`src/rtl/river_cross.sv`:
```
// Generalised river-crossing puzzle engine: legality checking, move counting and solved detection.
// Optional embedded formal properties are compiled in when RIVER_FV_EN is defined.
module river_cross #(
    parameter int                             N_ITEMS  = 3,
    parameter int                             BOAT_CAP = 1,
    parameter logic [N_ITEMS*N_ITEMS-1:0]     CONFLICT = 9'b000_100_010,
    parameter int                             CNT_W    = 8
) (
    input  logic                 clk,
    input  logic                 rst,
    input  logic                 move_valid,
    input  logic [N_ITEMS-1:0]   move_sel,
    output logic                 move_ready,
    output logic                 move_accept,
    output logic                 move_reject,
    output logic [1:0]           err_code,
    output logic [N_ITEMS:0]     state,
    output logic                 solved,
    output logic [CNT_W-1:0]     moves
);

    localparam int                PC_W  = $clog2(N_ITEMS + 1);
    localparam logic [PC_W-1:0]   CAP_V = PC_W'(BOAT_CAP);

    localparam logic [1:0] ERR_NONE   = 2'd0;
    localparam logic [1:0] ERR_CAP    = 2'd1;
    localparam logic [1:0] ERR_BANK   = 2'd2;
    localparam logic [1:0] ERR_UNSAFE = 2'd3;

    typedef enum logic {S_PLAY = 1'b0, S_SOLVED = 1'b1} fsm_t;

    fsm_t                r_fsm;
    fsm_t                w_fsm_next;
    logic [N_ITEMS-1:0]  r_items;
    logic                r_ferry;
    logic [CNT_W-1:0]    r_moves;
    logic [1:0]          r_err;
    logic                r_accept;
    logic                r_reject;

    logic                w_eval;
    logic [PC_W-1:0]     w_popcnt;
    logic                w_err_cap;
    logic                w_err_bank;
    logic                w_err_unsafe;
    logic                w_legal;
    logic [1:0]          w_err_cause;
    logic [N_ITEMS-1:0]  w_items_nx;
    logic                w_ferry_nx;
    logic [N_ITEMS-1:0]  w_off_nx;
    logic [N_ITEMS-1:0]  w_unsafe_row;
    logic                w_solving;
    logic [N_ITEMS-1:0]  w_conf [N_ITEMS];

    // Symmetrise the conflict matrix; an item never conflicts with itself.
    for (genvar gi = 0; gi < N_ITEMS; gi++) begin : g_conf_row
        for (genvar gj = 0; gj < N_ITEMS; gj++) begin : g_conf_col
            if (gi == gj) begin : g_diag
                assign w_conf[gi][gj] = 1'b0;
            end else begin : g_pair
                assign w_conf[gi][gj] = CONFLICT[gi*N_ITEMS+gj] | CONFLICT[gj*N_ITEMS+gi];
            end
        end
    end

    assign w_eval     = move_valid && move_ready;
    assign w_items_nx = r_items ^ move_sel;
    assign w_ferry_nx = ~r_ferry;
    // Items left on the bank the ferryman is leaving are unattended.
    assign w_off_nx   = w_items_nx ^ {N_ITEMS{w_ferry_nx}};

    for (genvar gi = 0; gi < N_ITEMS; gi++) begin : g_unsafe
        assign w_unsafe_row[gi] = w_off_nx[gi] & (|(w_conf[gi] & w_off_nx));
    end

    always_comb begin
        w_popcnt = '0;
        for (int k = 0; k < N_ITEMS; k++) begin
            w_popcnt = w_popcnt + PC_W'(move_sel[k]);
        end
    end

    assign w_err_cap    = (w_popcnt > CAP_V);
    assign w_err_bank   = |(move_sel & (r_items ^ {N_ITEMS{r_ferry}}));
    assign w_err_unsafe = |w_unsafe_row;
    assign w_legal      = !w_err_cap && !w_err_bank && !w_err_unsafe;
    assign w_solving    = w_eval && w_legal && (&{w_ferry_nx, w_items_nx});

    always_comb begin
        w_err_cause = ERR_NONE;
        if (w_err_cap) begin
            w_err_cause = ERR_CAP;
        end else if (w_err_bank) begin
            w_err_cause = ERR_BANK;
        end else if (w_err_unsafe) begin
            w_err_cause = ERR_UNSAFE;
        end
    end

    // FSM: state register
    always_ff @(posedge clk) begin
        if (rst) begin
            r_fsm <= S_PLAY;
        end else begin
            r_fsm <= w_fsm_next;
        end
    end

    // FSM: next-state logic
    always_comb begin
        w_fsm_next = r_fsm;
        case (r_fsm)
            S_PLAY:   if (w_solving) w_fsm_next = S_SOLVED;
            S_SOLVED: w_fsm_next = S_SOLVED;
            default:  w_fsm_next = S_PLAY;
        endcase
    end

    // FSM: outputs
    always_comb begin
        move_ready = 1'b0;
        solved     = 1'b0;
        case (r_fsm)
            S_PLAY:   move_ready = 1'b1;
            S_SOLVED: solved     = 1'b1;
            default:  move_ready = 1'b0;
        endcase
    end

    always_ff @(posedge clk) begin
        if (rst) begin
            r_items  <= '0;
            r_ferry  <= 1'b0;
            r_moves  <= '0;
            r_err    <= ERR_NONE;
            r_accept <= 1'b0;
            r_reject <= 1'b0;
        end else begin
            r_accept <= 1'b0;
            r_reject <= 1'b0;
            if (w_eval) begin
                if (w_legal) begin
                    r_items  <= w_items_nx;
                    r_ferry  <= w_ferry_nx;
                    r_err    <= ERR_NONE;
                    r_accept <= 1'b1;
                    if (r_moves != {CNT_W{1'b1}}) begin
                        r_moves <= r_moves + 1'b1;
                    end
                end else begin
                    r_err    <= w_err_cause;
                    r_reject <= 1'b1;
                end
            end
        end
    end

    assign move_accept = r_accept;
    assign move_reject = r_reject;
    assign err_code    = r_err;
    assign state       = {r_ferry, r_items};
    assign moves       = r_moves;

`ifdef RIVER_FV_EN
    logic [N_ITEMS-1:0] w_off_cur;
    logic [N_ITEMS-1:0] w_cur_unsafe_row;

    assign w_off_cur = r_items ^ {N_ITEMS{r_ferry}};
    for (genvar gi = 0; gi < N_ITEMS; gi++) begin : g_fv_unsafe
        assign w_cur_unsafe_row[gi] = w_off_cur[gi] & (|(w_conf[gi] & w_off_cur));
    end

    
    

    
    
    
    

    
    
    
    
`endif

endmodule

```
`config.mk`:
```
export PLATFORM = sky130hd
export DESIGN_NAME = river_cross
export DESIGN_NICKNAME = d
export VERILOG_FILES = /design/src/rtl/river_cross.sv
export SDC_FILE = /design/constraint.sdc
export NUM_CORES = 1
export LEC_CHECK = 0
export ABC_AREA = 1
export BUFFER_PORTS_ARGS = -buffer_cell sky130_fd_sc_hd__buf_2
export CELL_PAD_IN_SITES_DETAIL_PLACEMENT = 0
export CELL_PAD_IN_SITES_GLOBAL_PLACEMENT = 1
export CORE_MARGIN = 2
export CORE_UTILIZATION = 33
export DETAILED_ROUTE_END_ITERATION = 7
export GPL_TIMING_DRIVEN = 1
export PLACE_DENSITY = 0.86
export SYNTH_ARGS = -nofsm -noshare
export SYNTH_HDL_FRONTEND = slang
export SYNTH_SLANG_ARGS = --single-unit
```
`constraint.sdc`:
```
create_clock -name clk -period 1.71 [get_ports clk]
set_clock_uncertainty 0.1 [all_clocks]
set_input_delay 0.342 -clock clk [delete_from_list [all_inputs] [get_ports clk]]
set_output_delay 0.342 -clock clk [all_outputs]
set_load 0.02 [all_outputs]
```
==> PnR_summary.wiki, run 1 <==
{| class="wikitable"
! Metric !! Value
|-
| Via count of the routed design || approximately 1100
|-
| Number of search-and-repair iterations in the first detailed-routing pass || 4
|-
| Total standard cell area after synthesis || between 900 and 1000 um^2
|-
| Count of standard-cell rows || 19
|-
| CP required || ~1.8 ns
|-
| Share of cell area taken by muxes after synthesis || 0%
|-
| Critical R2R Launch || r_items[2]
|-
| Wire length of the first global-routing pass || just over 4 mm
|-
| Drc violations || 0
|-
| Maximum number of pins on one net before global-route repair || 13
|-
| TritonCTS clock tree || built
|-
| Met2 wirelength from detailed routing || around 1.1 mm
|-
| Part of the cycle the worst path needs || 107.6%
|-
| Post-Syn Instances || 139
|-
| Floorplan core area || approximately 2800 um^2
|-
| Met1 routed wirelength after detailed routing || 1.169 mm
|-
| Setup WS post-layout || -0.1299 ns
|-
| Sum of net half-perimeters after detailed placement || roughly 1.8 mm
|-
| Internal power || between 0.0007 and 0.0008 W
|-
| Sw frac || 38.08%
|-
| Layout Area Growth over Synthesis || 33.25%
|-
| Fraction of the yosys area taken by sequential cells || a little over a third
|-
| Nature of the critical path startpoint || flip-flop
|-
| Finished Cell Area || roughly 1300 um^2
|-
| Area share of xor/xnor cells in the synthesized design || between 5 and 6%
|-
| Clock Power Share || between 10% and 20%
|-
| Clk Latency, worst-skew pair || approximately 0.29 ns
|-
| Achievable clock frequency || roughly 0.54 GHz
|-
| Nets in the synthesized netlist || roughly 150
|-
| Global routing usage summed across all routing layers || about 15%
|-
| Placement-stage cell area || around 1200 um^2
|-
| Root cell of the clock tree || sky130_fd_sc_hd__clkbuf_4
|-
| Fraction of final layout cells sized beyond drive strength 1 || 34.83%
|-
| DIE WIDTH || ~58 um
|-
| Starting density of the core || 35.18%
|-
| Count of clock tree sinks || 17
|-
| Class of the most critical setup path || flip-flop to flip-flop
|-
| Sequential power share || a little under two fifths
|-
| Mean post-synth cell area || a little over 7 um^2
|-
| Unique masters post-synth || 23
|-
| Ranking of synthesized cells by area || sky130_fd_sc_hd__dfxtp_1, sky130_fd_sc_hd__nand2_1, sky130_fd_sc_hd__nand4_1
|-
| Worst slew margin relative to its limit || 79.58%
|-
| Max_cap viols || 0
|-
| Post-synthesis simple-gate area fraction || around 36%
|-
| Combinational cell fraction of total power || a little over two fifths
|-
| Count of non-filler cells in the finished layout || around 210
|-
| Area share of fa/ha/maj cells after synthesis || under 10%
|-
| Floorplan die height || 58.45 um
|-
| Met3 wire len || 137 um
|-
| Number of violations reported at the end of detailed-routing iteration 0 || 36
|-
| Unrepaired setup endpoints after global routing || true
|-
| Hold Worst Slack || about 0.28 ns
|-
| Final weighted congestion in routability-driven placement || approximately 0.83
|-
| Residual antenna-violating net count after detailed routing || 0
|-
| Number of cells in the design after placement || 203
|-
| Total wire length || between 2 and 2.5 mm
|-
| Total die area || approximately 3400 um^2
|-
| Largest driver fanout on the critical path || 6
|-
| Worst setup path start || r_items[2]
|-
| Antenna Diode Count || 0
|-
| IO Pins || 24
|-
| Clock edge transition at the registers on the reported setup and hold paths || 0.11 ns
|-
| Combinational family with the most area after synthesis || simple AND/OR/NAND/NOR gates
|-
| Buffer levels on the longest clock path || 2
|-
| Least-Margin Pin Slew || between 0.3 and 0.4 ns
|-
| Capturing element type of the critical path || flip-flop
|-
| Synth area leader || sky130_fd_sc_hd__dfxtp_1
|-
| Proportion of netlist area held by the largest area contributor || 34.78%
|-
| Hold bufs inserted after CTS || 0
|-
| Total number of H-tree levels || 1
|-
| Worst vdd ir || around 0.48 mV
|-
| Inserted Clock Buffers || 3
|-
| Flops & latches, synth || 17
|-
| Number of setup violations in the final report || 16
|-
| Vias in the first global route || between 900 and 1000
|-
| Total power density per cell area || slightly above 900 nW/um^2
|-
| Count of yosys warnings during synthesis || 0
|-
| Data arrival, critical path || approximately 2.0 ns
|-
| Uppermost layer routed || met4
|-
| Remaining global-route overflow || 0
|-
| Antenna violations before repair || 0
|-
| Hold Path Origin || rst
|-
| Via density per instance || roughly 5
|-
| Compound-Gate Fraction of Synth Area || 9.463%
|-
| Violated checks || setup timing
|-
| Net switching power || ~0.00045 W
|-
| Fin. max-slew vios || 0
|-
| Number of buffer cells added on primary ports || 23
|-
| WL/cell || ~12 um
|-
| Final critical-path required period || approximately 1.8 ns
|-
| Run status || complete, but fails checks
|-
| Final count of hold timing violations || 0
|-
| Worst setup timing slack at the placement stage || -0.3051 ns
|-
| Worst hold path type || primary input to flip-flop
|-
| Lkg Pwr || about 0.67 nW
|-
| Layout Nets || roughly 190
|}
-- power by group through the flow --
stage	registers [W]	clock network, W	logic, W
floorplan	0.000501	0	0.000254
global placement	0.000458	0	0.000429
detailed placement	0.000460	0	0.000439
CTS	0.000452	0.000233	0.000504
global route	0.000457	0.000253	0.000553
finish	0.000452	0.000225	0.000506
-- worst paths after layout --
| kind | endpoint | cells past startpoint | slack (ns) |
|---|---|---|---|
| setup / recovery | moves[3] | 10 | -0.13 |
| hold / removal | r_fsm | 2 | 0.28 |
| hold reg to reg | err_code[1] | 2 | 0.37 |
| setup reg to reg | moves[3] | 10 | -0.13 |
-- logic make-up (layout without fill, tap and decap cells) --
kind of cell,Yosys count,after routing
AO/OA/AOI/OAI,18,18
adder cells (fa/ha/maj),3,3
AND/OR/NAND/NOR,72,72
buffers and inverters,23,62
XOR/XNOR,6,6
flip-flops,17,17
-- critical path: stages, from the launching register on --
cell	delay [ns]
sky130_fd_sc_hd__dfxtp_4	0.36
sky130_fd_sc_hd__xor2_2	0.14
sky130_fd_sc_hd__ha_1	0.28
sky130_fd_sc_hd__inv_2	0.07
sky130_fd_sc_hd__nand3_2	0.08
sky130_fd_sc_hd__nand3_2	0.07
sky130_fd_sc_hd__nand2_2	0.07
sky130_fd_sc_hd__nor2_4	0.19
sky130_fd_sc_hd__buf_6	0.15
sky130_fd_sc_hd__nand4_1	0.09
sky130_fd_sc_hd__a21oi_1	0.16
-- through the flow --
step	power, W	utilization, %	setup TNS [ns]
6_report	0.001182	46.87	-1.089
5_1_grt	0.001263	46.87	-2.679
4_1_cts	0.001189	46.60	-1.781
3_5_place_dp	0.0008987	43.54	-4.111
3_3_place_gp	0.0008872	43.54	-2.357
2_1_floorplan	0.0007546	-	0
-- registers in the layout (all words and copies together), names as in the netlist --
name,flops
r_ferry,1
move_reject,1
err_code,2
move_accept,1
r_items,3
moves,8
r_fsm,1
-- synthesized netlist by cell type --
library cell and n:
sky130_fd_sc_hd__nand2_1 31, sky130_fd_sc_hd__nor2_1 14, sky130_fd_sc_hd__or2_1 1, sky130_fd_sc_hd__o21ai_0 5, sky130_fd_sc_hd__a211oi_1 1, sky130_fd_sc_hd__nand3_4 1, sky130_fd_sc_hd__nor2_4 1, sky130_fd_sc_hd__buf_4 2
sky130_fd_sc_hd__a21oi_1 12, sky130_fd_sc_hd__clkbuf_1 1, sky130_fd_sc_hd__ha_1 3, sky130_fd_sc_hd__clkinv_1 1, sky130_fd_sc_hd__inv_2 2, sky130_fd_sc_hd__dfxtp_1 17, sky130_fd_sc_hd__nand3_1 6, sky130_fd_sc_hd__buf_6 1
sky130_fd_sc_hd__nand4_1 12, sky130_fd_sc_hd__nor2_2 1, sky130_fd_sc_hd__inv_1 16, sky130_fd_sc_hd__xor2_1 5, sky130_fd_sc_hd__xnor2_1 1, sky130_fd_sc_hd__nand3_2 2, sky130_fd_sc_hd__nand2_2 3
-- per-layer routing --
metal  track usage [%]  vias to the layer above
met5                 0                        -
met4             5.648                        0
met3             3.077                        2
met2             22.95                       26
met1             21.14                      491
li1                  -                      531
-- layout by cell type, fill, tap and decap left out, types with 2 or more instances in the layout --
cell,synthesis,layout
sky130_fd_sc_hd__buf_4,2,14
sky130_fd_sc_hd__ha_1,3,3
sky130_fd_sc_hd__nand3_1,6,4
sky130_fd_sc_hd__clkbuf_4,0,3
sky130_fd_sc_hd__nand4_1,12,12
sky130_fd_sc_hd__nand2_1,31,30
sky130_fd_sc_hd__a21oi_2,0,2
sky130_fd_sc_hd__nand3_2,2,3
sky130_fd_sc_hd__nor2_1,14,14
sky130_fd_sc_hd__a21oi_1,12,10
sky130_fd_sc_hd__buf_2,0,23
sky130_fd_sc_hd__o21ai_0,5,3
sky130_fd_sc_hd__dfxtp_1,17,16
sky130_fd_sc_hd__buf_6,1,2
sky130_fd_sc_hd__inv_1,16,15
sky130_fd_sc_hd__xor2_1,5,4
sky130_fd_sc_hd__nand3_4,1,2
sky130_fd_sc_hd__nand2_2,3,3
sky130_fd_sc_hd__inv_2,2,4
-- cell type report --
cell class / instances / area (um^2)
clock buffer: 4 / 26.28
fill: 289 / 1478
inverter: 19 / 71.32
multi-input combinational: 99 / 580.6
sequential: 17 / 344.1
tap: 31 / 38.79
timing repair buffer: 39 / 242.7
-- timing repair --
action / in CTS / in global routing
setup endpoints to repair: 16 / 16
setup buffers: 2 / 0
resized for setup: 12 / 3
pin swaps: 10 / 7
Power figures use the tool's default switching activity.
==> inputs of run 2 (changes only) <==
- CORE_UTILIZATION: 33 -> 34
- CTS_BUF_LIST: unset -> sky130_fd_sc_hd__clkbuf_8
- PLACE_DENSITY: 0.86 -> 0.88
==> PnR_summary.wiki, run 2 (synthesized netlist as in run 1, its figures left out) <==
{| class="wikitable"
! Metric !! Value
|-
| Vias in the first global route || 937 (was 919)
|-
| Number of setup violations in the final report || 15 (was 16)
|-
| Via count of the routed design || 1016 (was 1050)
|-
| Maximum number of pins on one net before global-route repair || 13 (unchanged)
|-
| CP required || 1.79 ns (was 1.84 ns)
|-
| Global routing usage summed across all routing layers || 14.96% (was 15.14%)
|-
| Core Util, Final || 49.02% (was 46.87%)
|-
| TritonCTS clock tree || built (unchanged)
|-
| Run status || complete, but fails checks (unchanged)
|-
| Clock edge transition at the registers on the reported setup and hold paths || 0.07 ns (was 0.11 ns)
|-
| Least-Margin Pin Slew || 0.2967 ns (was 0.3060 ns)
|-
| Total power density per cell area || 950.8 nW/um^2 (was 906.8 nW/um^2)
|-
| Remaining global-route overflow || 0 (unchanged)
|-
| Count of non-filler cells in the finished layout || 210 (was 209)
|-
| Lkg Pwr || 0.6872 nW (was 0.6678 nW)
|-
| Layout Area Growth over Synthesis || 36.96% (was 33.25%)
|-
| IO Pins || 24 (unchanged)
|-
| Antenna violations before repair || 0 (unchanged)
|-
| Filler Cells Inserted || 267 (was 289)
|-
| Final weighted congestion in routability-driven placement || 0.8664 (was 0.8339)
|-
| Root cell of the clock tree || sky130_fd_sc_hd__clkbuf_8 (was sky130_fd_sc_hd__clkbuf_4)
|-
| Largest driver fanout on the critical path || 6 (unchanged)
|-
| Worst hold path type || primary input to flip-flop (unchanged)
|-
| Largest register FFs || 8 (unchanged)
|-
| Fin. max-slew vios || 0 (unchanged)
|-
| Sequential Area || 344.1 um^2 (unchanged)
|-
| Class of the most critical setup path || flip-flop to flip-flop (unchanged)
|-
| Worst setup timing slack at the placement stage || -0.2286 ns (was -0.3051 ns)
|-
| Starting density of the core || 35.79% (was 35.18%)
|-
| Total die area || 3323 um^2 (was 3416 um^2)
|-
| Achievable clock frequency || 0.5299 GHz (was 0.5435 GHz)
|-
| Worst vdd ir || 0.8934 mV (was 0.4810 mV)
|-
| Wire length of the first global-routing pass || 3.933 mm (was 4.064 mm)
|-
| Total number of H-tree levels || 1 (unchanged)
|-
| Total wire length || 2.345 mm (was 2.429 mm)
|-
| Via density per instance || 4.838 (was 5.024)
|-
| Number of violations reported at the end of detailed-routing iteration 0 || 22 (was 36)
|-
| Hold bufs inserted after CTS || 0 (unchanged)
|-
| Final count of hold timing violations || 0 (unchanged)
|-
| Layout Nets || 189 (was 188)
|-
| Multi-input gate area in the final layout || 584.3 um^2 (was 580.6 um^2)
|-
| Setup WS post-layout || -0.1773 ns (was -0.1299 ns)
|-
| Antenna Diode Count || 0 (unchanged)
|-
| Number of cells in the design after placement || 205 (was 203)
|-
| DIE WIDTH || 57.65 um (was 58.45 um)
|-
| Sum of net half-perimeters after detailed placement || 1.774 mm (was 1.818 mm)
|-
| Commonest non-fill, non-tap cell in the layout || sky130_fd_sc_hd__nand2_1 (unchanged)
|-
| Buffer levels on the longest clock path || 2 (unchanged)
|-
| Final critical-path required period || 1.887 ns (was 1.840 ns)
|-
| Capturing element type of the critical path || flip-flop (unchanged)
|-
| WL/cell || 11.17 um (was 11.62 um)
|-
| Floorplan die height || 57.65 um (was 58.45 um)
|-
| Worst slew margin relative to its limit || 80.20% (was 79.58%)
|-
| Drc violations || 0 (unchanged)
|-
| Violated checks || setup timing (unchanged)
|-
| Number of buffer cells added on primary ports || 23 (unchanged)
|-
| Hold Worst Slack || 0.3188 ns (was 0.2807 ns)
|-
| Part of the cycle the worst path needs || 110.4% (was 107.6%)
|-
| Nature of the critical path startpoint || flip-flop (unchanged)
|-
| Inserted Clock Buffers || 3 (unchanged)
|-
| Floorplan core area || 2734 um^2 (was 2781 um^2)
|-
| Count of standard-cell rows || 19 (unchanged)
|-
| Commonest cells after routing, fill and taps aside || sky130_fd_sc_hd__nand2_1, sky130_fd_sc_hd__buf_2, sky130_fd_sc_hd__inv_1, sky130_fd_sc_hd__dfxtp_1, sky130_fd_sc_hd__buf_4 (was sky130_fd_sc_hd__nand2_1, sky130_fd_sc_hd__buf_2, sky130_fd_sc_hd__dfxtp_1, sky130_fd_sc_hd__inv_1)
|-
| Cell depth of the worst hold path || 2 (unchanged)
|-
| Number of search-and-repair iterations in the first detailed-routing pass || 4 (unchanged)
|-
| Power after layout || 0.001274 W (was 0.001182 W)
|-
| Data arrival, critical path || 1.97 ns (about the same)
|-
| Residual antenna-violating net count after detailed routing || 0 (unchanged)
|-
| Unrepaired setup endpoints after global routing || true (unchanged)
|-
| Fraction of final layout cells sized beyond drive strength 1 || 35.75% (was 34.83%)
|-
| Count of clock tree sinks || 17 (unchanged)
|-
| Length in cells of the worst reg-to-reg path || 10 (unchanged)
|-
| Clk Latency, worst-skew pair || 0.25 ns (was 0.29 ns)
|-
| Max_cap viols || 0 (unchanged)
|}
run 2: worst max-delay path, cell delays in order, from the launching register on:
cell and delay, ns:
sky130_fd_sc_hd__dfxtp_4 0.35, sky130_fd_sc_hd__xor2_2 0.15, sky130_fd_sc_hd__ha_1 0.31, sky130_fd_sc_hd__inv_2 0.07, sky130_fd_sc_hd__nand3_2 0.08, sky130_fd_sc_hd__nand3_2 0.09
sky130_fd_sc_hd__nand2_2 0.08, sky130_fd_sc_hd__nor2_4 0.23, sky130_fd_sc_hd__buf_6 0.16, sky130_fd_sc_hd__nand4_1 0.07, sky130_fd_sc_hd__a21oi_1 0.13
run 2: worst paths after layout:
kind	from	endpoint	slack (ns)
worst max-delay path	r_items[2]	moves[5]	-0.18
worst min-delay path	rst	moves[6]	0.32
worst max register to register	r_items[2]	moves[5]	-0.18
worst min register to register	err_code[1]	err_code[1]	0.36
run 2: routing by layer:
layer | vias up | track usage (%) | part of all wire, % | wire length [um]
met1 | 454 | 19.78 | 49 | 1148
li1 | 533 | - | - | -
met5 | - | 0 | 0 | 0
met2 | 25 | 24.19 | 46 | 1075
met4 | 0 | 3.654 | 1.6 | 37
met3 | 4 | 4.241 | 3.5 | 83
run 2: cell type report:
| type | count | share of cell area, % |
|---|---|---|
| well taps | 31 | 2.894 |
| inverters | 19 | 5.509 |
| clock inverters | 1 | 0.2801 |
| flip-flops and latches | 17 | 25.68 |
| repair buffers | 40 | 18.95 |
| clock buffers | 3 | 3.081 |
| multi-input cells | 99 | 43.60 |
run 2: per-stage QoR:
step	cell area (um^2)	setup TNS (ns)
floorplan	982.2	0
global placement	1226	-2.244
detailed placement	1226	-2.903
CTS	1271	-1.178
global route	1340	-3.897
finish	1340	-2.219
run 2: where the power goes:
part | switching, W | leakage [nW] | internal (W)
registers | 0.0000215 | 0.139 | 0.000430
logic | 0.000301 | 0.521 | 0.000232
clock network | 0.000130 | 0.0269 | 0.000159
total | 0.000453 | 0.687 | 0.000821
run 2: repair_timing:
item	4_1_cts	5_1_grt
hold endpoints to repair	0	0
buffers inserted	0	1
setup endpoints to repair	15	16
resized for setup	2	17
pin swaps	0	15
==> inputs of run 3 (changes only) <==
- PLACE_DENSITY: 0.88 -> 0.84
- SKIP_CTS_REPAIR_TIMING: unset -> 1
==> PnR_summary.wiki, run 3 (synthesized netlist as in run 1, its figures left out) <==
{| class="wikitable"
! Metric !! Value
|-
| Run status || complete, but fails checks (unchanged)
|-
| Violated checks || setup timing (unchanged)
|-
| Total wire length || 2.240 mm (was 2.345 mm)
|-
| Crit path top cell by count || sky130_fd_sc_hd__nand3_2 (unchanged)
|-
| Total power density per cell area || 964.8 nW/um^2 (was 950.8 nW/um^2)
|-
| Worst vdd ir || 0.4447 mV (was 0.8934 mV)
|-
| Part of the cycle the worst path needs || 107.3% (was 110.4%)
|-
| Number of buffer cells added on primary ports || 23 (unchanged)
|-
| Least-Margin Pin Slew || 0.2847 ns (was 0.2967 ns)
|-
| Worst slew margin relative to its limit || 81.00% (was 80.20%)
|-
| Clock edge transition at the registers on the reported setup and hold paths || 0.07 ns (about the same)
|-
| Fin. max-slew vios || 0 (unchanged)
|-
| Hold Worst Slack || 0.2935 ns (was 0.3188 ns)
|-
| Number of search-and-repair iterations in the first detailed-routing pass || 4 (unchanged)
|-
| Lkg Pwr || 0.6842 nW (was 0.6872 nW)
|-
| Wire length of the first global-routing pass || 3.850 mm (was 3.933 mm)
|-
| Antenna Diode Count || 0 (unchanged)
|-
| Setup WS post-layout || -0.1251 ns (was -0.1773 ns)
|-
| Global routing usage summed across all routing layers || 14.77% (was 14.96%)
|-
| Worst setup timing slack at the placement stage || -0.2455 ns (was -0.2286 ns)
|-
| Slowest cell on the critical path || sky130_fd_sc_hd__dfxtp_4 (unchanged)
|-
| Via count of the routed design || 990 (was 1016)
|-
| Nature of the critical path startpoint || flip-flop (unchanged)
|-
| Floorplan die height || 57.65 um (unchanged)
|-
| WL/cell || 10.67 um (was 11.17 um)
|-
| Layout Area Growth over Synthesis || 36.06% (was 36.96%)
|-
| Worst hold path type || primary input to flip-flop (unchanged)
|-
| Maximum number of pins on one net before global-route repair || 13 (unchanged)
|-
| Starting density of the core || 35.79% (unchanged)
|-
| Largest register FFs || 8 (unchanged)
|-
| Final weighted congestion in routability-driven placement || 0.8898 (was 0.8664)
|-
| Worst reg2reg setup slack || -0.13 ns (was -0.18 ns)
|-
| Antenna violations before repair || 0 (unchanged)
|-
| Largest driver fanout on the critical path || 6 (unchanged)
|-
| Vias in the first global route || 876 (was 937)
|-
| Final count of hold timing violations || 0 (unchanged)
|-
| TritonCTS clock tree || built (unchanged)
|-
| Fraction of final layout cells sized beyond drive strength 1 || 35.20% (was 35.75%)
|-
| Count of standard-cell rows || 19 (unchanged)
|-
| Via density per instance || 4.714 (was 4.838)
|-
| Root cell of the clock tree || sky130_fd_sc_hd__clkbuf_8 (unchanged)
|-
| Buffer levels on the longest clock path || 2 (unchanged)
|-
| Capturing element type of the critical path || flip-flop (unchanged)
|-
| Commonest cells after routing, fill and taps aside || sky130_fd_sc_hd__nand2_1, sky130_fd_sc_hd__buf_2, sky130_fd_sc_hd__dfxtp_1, sky130_fd_sc_hd__inv_1 (was sky130_fd_sc_hd__nand2_1, sky130_fd_sc_hd__buf_2, sky130_fd_sc_hd__inv_1, sky130_fd_sc_hd__dfxtp_1, sky130_fd_sc_hd__buf_4)
|-
| Achievable clock frequency || 0.5449 GHz (was 0.5299 GHz)
|-
| Total die area || 3323 um^2 (unchanged)
|-
| Inserted Clock Buffers || 3 (unchanged)
|-
| Number of setup violations in the final report || 15 (unchanged)
|-
| Unrepaired setup endpoints after global routing || true (unchanged)
|-
| CP required || 1.76 ns (was 1.79 ns)
|-
| Max_cap viols || 0 (unchanged)
|-
| Total negative setup slack || -1.421 ns (was -2.219 ns)
|-
| IO Pins || 24 (unchanged)
|-
| Data arrival, critical path || 1.89 ns (was 1.97 ns)
|-
| Remaining global-route overflow || 0 (unchanged)
|-
| Layout Nets || 189 (unchanged)
|-
| Floorplan core area || 2734 um^2 (unchanged)
|-
| Hold Path Origin || rst (unchanged)
|-
| Total number of H-tree levels || 1 (unchanged)
|-
| Drc violations || 0 (unchanged)
|-
| Clk Latency, worst-skew pair || 0.26 ns (was 0.25 ns)
|-
| Count of clock tree sinks || 17 (unchanged)
|-
| Longest individual stage delay on the worst path || 0.35 ns (about the same)
|-
| Final critical-path required period || 1.835 ns (was 1.887 ns)
|-
| Residual antenna-violating net count after detailed routing || 0 (unchanged)
|-
| Critical R2R Launch || r_items[2] (unchanged)
|-
| Class of the most critical setup path || flip-flop to flip-flop (unchanged)
|-
| Number of violations reported at the end of detailed-routing iteration 0 || 26 (was 22)
|-
| Ordered list of cells on the worst path || xor2_2 > ha_1 > inv_2 > nand3_2 > nand3_2 > nand2_2 > nor2_4 > nand2_4 > o21ai_1 > nor2_1 (was xor2_2 > ha_1 > inv_2 > nand3_2 > nand3_2 > nand2_2 > nor2_4 > buf_6 > nand4_1 > a21oi_1)
|-
| Commonest non-fill, non-tap cell in the layout || sky130_fd_sc_hd__nand2_1 (unchanged)
|-
| DIE WIDTH || 57.65 um (unchanged)
|-
| Power after layout || 0.001284 W (was 0.001274 W)
|-
| Sum of net half-perimeters after detailed placement || 1.722 mm (was 1.774 mm)
|-
| Worst setup path start || r_items[2] (unchanged)
|}
[run 3: cell count changes in the layout (fill, tap and decap cells not counted)]
cell,change
sky130_fd_sc_hd__clkinv_2,+1
sky130_fd_sc_hd__nor2_2,-1
sky130_fd_sc_hd__o21ai_2,-1
sky130_fd_sc_hd__inv_4,-1
sky130_fd_sc_hd__inv_1,-1
sky130_fd_sc_hd__nand2_2,+1
sky130_fd_sc_hd__a21oi_1,+1
sky130_fd_sc_hd__inv_2,+1
sky130_fd_sc_hd__a21oi_2,-1
sky130_fd_sc_hd__o21ai_1,+1
sky130_fd_sc_hd__nor2_1,+1
sky130_fd_sc_hd__nand2_1,-1
[run 3: area by class of cell]
| class | instances | area (um^2) |
|---|---|---|
| Inverter | 19 | 71.32 |
| Timing Repair Buffer | 40 | 254.0 |
| Tap cell | 31 | 38.79 |
| Clock buffer | 3 | 41.29 |
| Clock inverter | 1 | 5.005 |
| Sequential cell | 17 | 344.1 |
| Fill cell | 269 | 1403 |
| Multi-Input combinational cell | 99 | 576.8 |
[run 3: per-layer routing]
metal  GRT usage, %  wire length [um]
met2          20.78               966
met4          8.970                56
met5              0                 0
met1          21.59              1145
met3          1.563                72
[run 3: path summary, 6_finish.rpt]
check,endpoint,depth (start not counted)
min,moves[4],2
max reg2reg,r_items[2],10
max,r_items[2],10
min reg2reg,err_code[1],2
[run 3: metrics by stage]
stage | util (%) | instances | cell area (um^2)
3_3_place_gp | 44.58 | 204 | 1219
4_1_cts | 46.27 | 208 | 1265
2_1_floorplan | - | 139 | 982.2
6_report | 48.70 | 210 | 1331
5_1_grt | 48.70 | 210 | 1331
3_5_place_dp | 44.58 | 204 | 1219
[run 3: worst max-delay path, delay by kind of cell (launching register included)]
kind	cells	cell delay [ns]
flops	1	0.35
compound gates	1	0.16
buf+inv	1	0.07
simple gates	6	0.61
xor+xnor	1	0.14
fa+ha+maj	1	0.30
[run 3: report_power, final]
part | internal [W] | switching (W)
Clock | 0.000162 | 0.000150
Sequential | 0.000430 | 0.0000217
Combinational | 0.000231 | 0.000290
Total | 0.000823 | 0.000461
